===== src/rtl/cim_mem_arbiter.sv =====
// Fixed-priority arbiter from the seven CiM access sources onto the single-port
// temp-result SRAM, with tagged read return and sticky conflict accounting.
module cim_mem_arbiter #(
  parameter int NUM_SRC = 7,
  parameter int ADDR_W  = 11,
  parameter int DATA_W  = 16,
  parameter int RD_LAT  = 1
) (
  input  logic                        clk,
  input  logic                        rst_n,
  input  logic [NUM_SRC-1:0]          read_req_src,
  input  logic [NUM_SRC-1:0]          write_req_src,
  input  logic [NUM_SRC*ADDR_W-1:0]   addr_table,
  input  logic [NUM_SRC*DATA_W-1:0]   write_data,
  input  logic                        flush,
  input  logic                        err_clr,
  output logic [NUM_SRC-1:0]          grant,
  output logic                        mem_en,
  output logic                        mem_we,
  output logic [ADDR_W-1:0]           mem_addr,
  output logic [DATA_W-1:0]           mem_wdata,
  input  logic [DATA_W-1:0]           mem_rdata,
  output logic                        rd_valid,
  output logic [NUM_SRC-1:0]          rd_src,
  output logic [DATA_W-1:0]           rd_data,
  output logic                        conflict_err,
  output logic [7:0]                  conflict_cnt
);

  // Request/grant: a source raises its request with operands and must hold both
  // until it sees its grant bit; the access is taken on the following edge.
  logic [NUM_SRC-1:0] req;
  logic               any_req;
  logic               win_we;
  logic               win_rd;
  logic [ADDR_W-1:0]  win_addr;
  logic [DATA_W-1:0]  win_wdata;
  logic               conflict;

  assign req     = read_req_src | write_req_src;
  assign grant   = req & ~(req - NUM_SRC'(1));
  assign any_req = |req;
  // Same-source read+write performs the write and drops the read.
  assign win_rd  = |(grant & read_req_src & ~write_req_src);
  assign conflict = (|(req & (req - NUM_SRC'(1)))) | (|(read_req_src & write_req_src));

  always_comb begin
    win_we    = 1'b0;
    win_addr  = '0;
    win_wdata = '0;
    for (int i = 0; i < NUM_SRC; i++) begin
      if (grant[i]) begin
        win_we    = write_req_src[i];
        win_addr  = addr_table[i*ADDR_W +: ADDR_W];
        win_wdata = write_data[i*DATA_W +: DATA_W];
      end
    end
  end

  logic                          mem_en_q, mem_en_d;
  logic                          mem_we_q, mem_we_d;
  logic [ADDR_W-1:0]             mem_addr_q, mem_addr_d;
  logic [DATA_W-1:0]             mem_wdata_q, mem_wdata_d;
  logic [RD_LAT-1:0][NUM_SRC:0]  tag_q, tag_d;
  logic                          rd_valid_q, rd_valid_d;
  logic [NUM_SRC-1:0]            rd_src_q, rd_src_d;
  logic [DATA_W-1:0]             rd_data_q, rd_data_d;
  logic                          conflict_err_q, conflict_err_d;
  logic [7:0]                    conflict_cnt_q, conflict_cnt_d;

  always_comb begin
    mem_en_d    = any_req;
    mem_we_d    = any_req & win_we;
    mem_addr_d  = any_req ? win_addr  : mem_addr_q;
    mem_wdata_d = any_req ? win_wdata : mem_wdata_q;

    // Tag entry = {valid, one-hot owner}; the oldest entry lines up with mem_rdata.
    tag_d    = '0;
    tag_d[0] = flush ? '0 : {win_rd, (win_rd ? grant : {NUM_SRC{1'b0}})};
    for (int k = 1; k < RD_LAT; k++) begin
      tag_d[k] = flush ? '0 : tag_q[k-1];
    end
    rd_valid_d = ~flush & tag_q[RD_LAT-1][NUM_SRC];
    rd_src_d   = rd_valid_d ? tag_q[RD_LAT-1][NUM_SRC-1:0] : '0;
    rd_data_d  = rd_valid_d ? mem_rdata : rd_data_q;

    conflict_err_d = conflict_err_q;
    conflict_cnt_d = conflict_cnt_q;
    if (err_clr) begin
      conflict_err_d = 1'b0;
      conflict_cnt_d = '0;
    end else if (conflict) begin
      conflict_err_d = 1'b1;
      if (conflict_cnt_q != 8'hFF) conflict_cnt_d = conflict_cnt_q + 8'd1;
    end
  end

  always_ff @(posedge clk or negedge rst_n) begin
    if (!rst_n) begin
      mem_en_q       <= 1'b0;
      mem_we_q       <= 1'b0;
      mem_addr_q     <= '0;
      mem_wdata_q    <= '0;
      tag_q          <= '0;
      rd_valid_q     <= 1'b0;
      rd_src_q       <= '0;
      rd_data_q      <= '0;
      conflict_err_q <= 1'b0;
      conflict_cnt_q <= '0;
    end else begin
      mem_en_q       <= mem_en_d;
      mem_we_q       <= mem_we_d;
      mem_addr_q     <= mem_addr_d;
      mem_wdata_q    <= mem_wdata_d;
      tag_q          <= tag_d;
      rd_valid_q     <= rd_valid_d;
      rd_src_q       <= rd_src_d;
      rd_data_q      <= rd_data_d;
      conflict_err_q <= conflict_err_d;
      conflict_cnt_q <= conflict_cnt_d;
    end
  end

  assign mem_en       = mem_en_q;
  assign mem_we       = mem_we_q;
  assign mem_addr     = mem_addr_q;
  assign mem_wdata    = mem_wdata_q;
  assign rd_valid     = rd_valid_q;
  assign rd_src       = rd_src_q;
  assign rd_data      = rd_data_q;
  assign conflict_err = conflict_err_q;
  assign conflict_cnt = conflict_cnt_q;

endmodule


===== config.mk =====
export PLATFORM = sky130hd
export DESIGN_NAME = cim_mem_arbiter
export DESIGN_NICKNAME = d
export VERILOG_FILES = /design/src/rtl/cim_mem_arbiter.sv
export SDC_FILE = /design/constraint.sdc
export NUM_CORES = 1
export LEC_CHECK = 0
export ABC_AREA = 1
export BUFFER_PORTS_ARGS = -buffer_cell sky130_fd_sc_hd__buf_4
export CELL_PAD_IN_SITES_DETAIL_PLACEMENT = 1
export CELL_PAD_IN_SITES_GLOBAL_PLACEMENT = 1
export CORE_UTILIZATION = 30
export CTS_BUF_LIST = sky130_fd_sc_hd__clkbuf_8
export CTS_CLUSTER_SIZE = 40
export DETAILED_ROUTE_END_ITERATION = 10
export GPL_ROUTABILITY_DRIVEN = 0
export GPL_TIMING_DRIVEN = 0
export MAX_ROUTING_LAYER = met4
export PLACE_DENSITY = 0.93
export SYNTH_ARGS = -nofsm -noshare
export SYNTH_HDL_FRONTEND = slang
export SYNTH_SLANG_ARGS = --single-unit

===== constraint.sdc =====
create_clock -name clk -period 3.2 [get_ports clk]
set_clock_uncertainty 0.2 [all_clocks]
set_input_delay 0.48 -clock clk [delete_from_list [all_inputs] [get_ports clk]]
set_output_delay 0.48 -clock clk [all_outputs]
set_load 0.01 [all_outputs]

==> results.md <==
- CTS buffer count: 9
- Clk_lat worst skew: 350 ps
- Post-DRT Antenna Nets: 0
- Worst r2r path cells: 7
- Vias: 5335
- Lkg Pwr: 3.63 nW
- Layout cells sized above 1: 38.2%
- Die Span Y: 121 um
- Rows: 42
- Required time worst endpoint: 2520 ps
- Ports: 292
- Library cells used by synthesis: 32
- DP HPWL: 15200 um
- NetSw: 0.721 mW
- Hold_buf cts: 0
- Compound-gate portion of the synthesized area: 6.89%
- Setup tns final: 0 ps
- CP Launch Type: input pin
- Yosys reg bits: 70
- Ordered cell list for the critical path: buf_4 -> inv_1 -> nand2_1 -> nor2_2 -> buf_2 -> buf_4
- Largest net degree at the start of global routing: 71
- H-tree levels: 3
- DR vias/cell: 4.87
- Initial antenna violation count: 0
- Drt pass-1 iters: 4
- Ys flop type: dfrtp_1
- Maximum clock path buffer count: 2
- Largest family of logic cells by synthesized area: simple AND/OR/NAND/NOR gates
- Cells after Synth: 612
- RSZ-0062 raised after global routing: no
- Synth cell count leaders: 295 x nand2_1, 70 x dfrtp_1, 39 x nor2_1, 38 x inv_1, 34 x nand4_1
- Post-Synth Adder-Cell Area: 0.297%
- CP max stage cell: nor2_2
- Cell chosen for the clock root: clkbuf_8
- Die width: 121 um
- First-pass GRT wire length: 29200 um
- Cell Area, Placed: 6620 sq um
- Final hold slack: 57.7 ps
- Netlist Area Pre-Place: 4210 sq um
- Final period utilization: 80.6%
- Reg-to-Reg End: conflict_cnt[5]$_DFFE_PN0P_
- Top cell type's share of synthesized area: 41.6%
- Inserted Diodes: 0
- Vias in the first global route: 5645
- Flop-to-flop setup slack: 1250 ps
- Postcts setup bufs: 0
- Worst-Margin Slew: 950 ps
- Clk pwr share: 32.1%
- Final setup margin: 622 ps
- Mux cell area share after synthesis: 0%
- Final Hold Vio Count: 0
- Post-synthesis sequential area ratio: 41.6%
- Max-capacitance violation count: 0
- P&R area growth vs syn: 62.0%
- Post-Synth XOR/XNOR Area: 0.832%
- Routed Wire Length: 19000 um
- Global route total overflow: 0
- Status: complete, no violations
- Max rail drop VDD: 0.000169 V
- Min-delay worst type: in -> async
- Fmax achieved: 388 MHz
- Core ar.: 13500 sq um
- Async SR Flop Fraction: 100%
- CP arrival: 1900 ps
- Residual DRC: 0
- Final #Nets: 1138
- Final worst path period need: 2580 ps
- Syn_area_per_cell: 6.88 sq um
- Syn. warnings: 0
- Synth top area cells: dfrtp_1 42%, nand2_1 26%, nand4_1 5.0%
- Crit Reg-Reg Startpoint: conflict_cnt[0]$_DFFE_PN0P_
- Pre-CTS WS: 612 ps
- Post-route cell area: 6820 sq um
- Avg WL per Cell: 17.4 um
- Iter 0 DRT Violations: 240
- Post-synth EDFFs: 0
- Clock-pin slew on the worst setup and hold paths: 90 ps
- Combinational power share: 25.9%
- Worst Setup End Kind: output port
- Worst slew margin: 36.6%
- Synth Area in Simple Gates: 43.7%
- Max-slew violation count: 0
- Internal power: 1.69 mW
- Starting density of the core: 31.3%
- Sequential share of power: 42.0%
- Port Buffer Count: 291
- CTS tree: done
- GRT Overall Usage: 27.2%
- Post-CTS sizing: 0
- Pwr dens: 353 nW/um^2
- Final setup vio count: 0
- Crit path max fanout: 10
- Top cell by count, worst path: buf_4
- Clock sinks: 70
- Worst path max stage delay: 500 ps
- Count leader, synth: nand2_1
- Sw frac: 29.9%
- Die ar.: 14500 sq um
- Yosys top cell by area: dfrtp_1
- Syn_nets: 836
- Crit Path Category: in -> out
per-stage QoR:
step | util, % | instances | power (mW)
floorplan | - | 612 | 1.22
global placement | 49.2 | 1079 | 1.63
detailed placement | 49.2 | 1079 | 1.66
CTS | 50.7 | 1095 | 2.43
global route | 50.7 | 1095 | 2.53
finish | 50.7 | 1095 | 2.41
flip-flops by register name, summed over array words and instances, names as in the netlist:
name	count
conflict_err	1
rd_src	7
mem_we	1
rd_valid	1
mem_addr	11
tag_q	8
conflict_cnt	8
mem_en	1
rd_data	16
mem_wdata	16
routing by layer:
metal / track usage (%) / part of all wire [%]
met4: 9.26 / 2.3
met2: 48.3 / 52
met5: - / 0
met3: 4.25 / 4.5
met1: 31.3 / 41
kinds of logic (layout without fill, tap and decap cells):
family          count (synthesis)  after routing
fa+ha+maj                       1              1
simple gates                  421            421
buf+inv                        62            369
compound gates                 54             54
flops                          70             70
xor+xnor                        4              4
final cells by class:
type	count	area, sq um
clock buffers	10	138
flip-flops and latches	70	1750
clock inverters	6	68.8
repair buffers	291	2180
plain buffers	23	135
well taps	176	220
fillers	1766	6630
inverters	39	146
multi-input cells	480	2180
power by group through the flow:
stage / clock network (mW) / logic [mW] / registers, mW
floorplan: 0 / 0.163 / 1.06
finish: 0.774 / 0.625 / 1.01
global placement: 0 / 0.610 / 1.02
global route: 0.825 / 0.680 / 1.02
detailed placement: 0 / 0.628 / 1.03
CTS: 0.789 / 0.630 / 1.01
worst max-delay path, delay by kind of cell:
family | cells | cell delay (ps)
buffers and inverters | 4 | 790
and+or+nand+nor | 2 | 630
worst max-delay path by stage:
stage                      from        to  slack (ps)  cells after the start
3_5_place_dp    read_req_src[0]  grant[1]         610                      6
2_1_floorplan  write_req_src[3]  grant[6]        1210                      6
6_report        read_req_src[0]  grant[1]         620                      6
5_1_grt        write_req_src[3]  grant[6]         480                      8
4_1_cts         read_req_src[0]  grant[1]         600                      6
3_3_place_gp    read_req_src[0]  grant[1]         630                      6
placed cells by master (no fill, tap or decap), drive strengths merged:
cell type    n
clkinv       4
nand4       35
xor2         3
nor4         1
ha           1
a21oi       27
xnor2        1
or2          1
o2111ai      1
nor3         2
inv         39
o21ai       13
nand3       22
clkbuf      15
nand2      302
o22ai       12
nor2        57
a31oi        1
buf        309
nand3b       1
clkinvlp     1
dfrtp       70
bufinv       1
No activity file was read; power rests on OpenSTA's default activity.
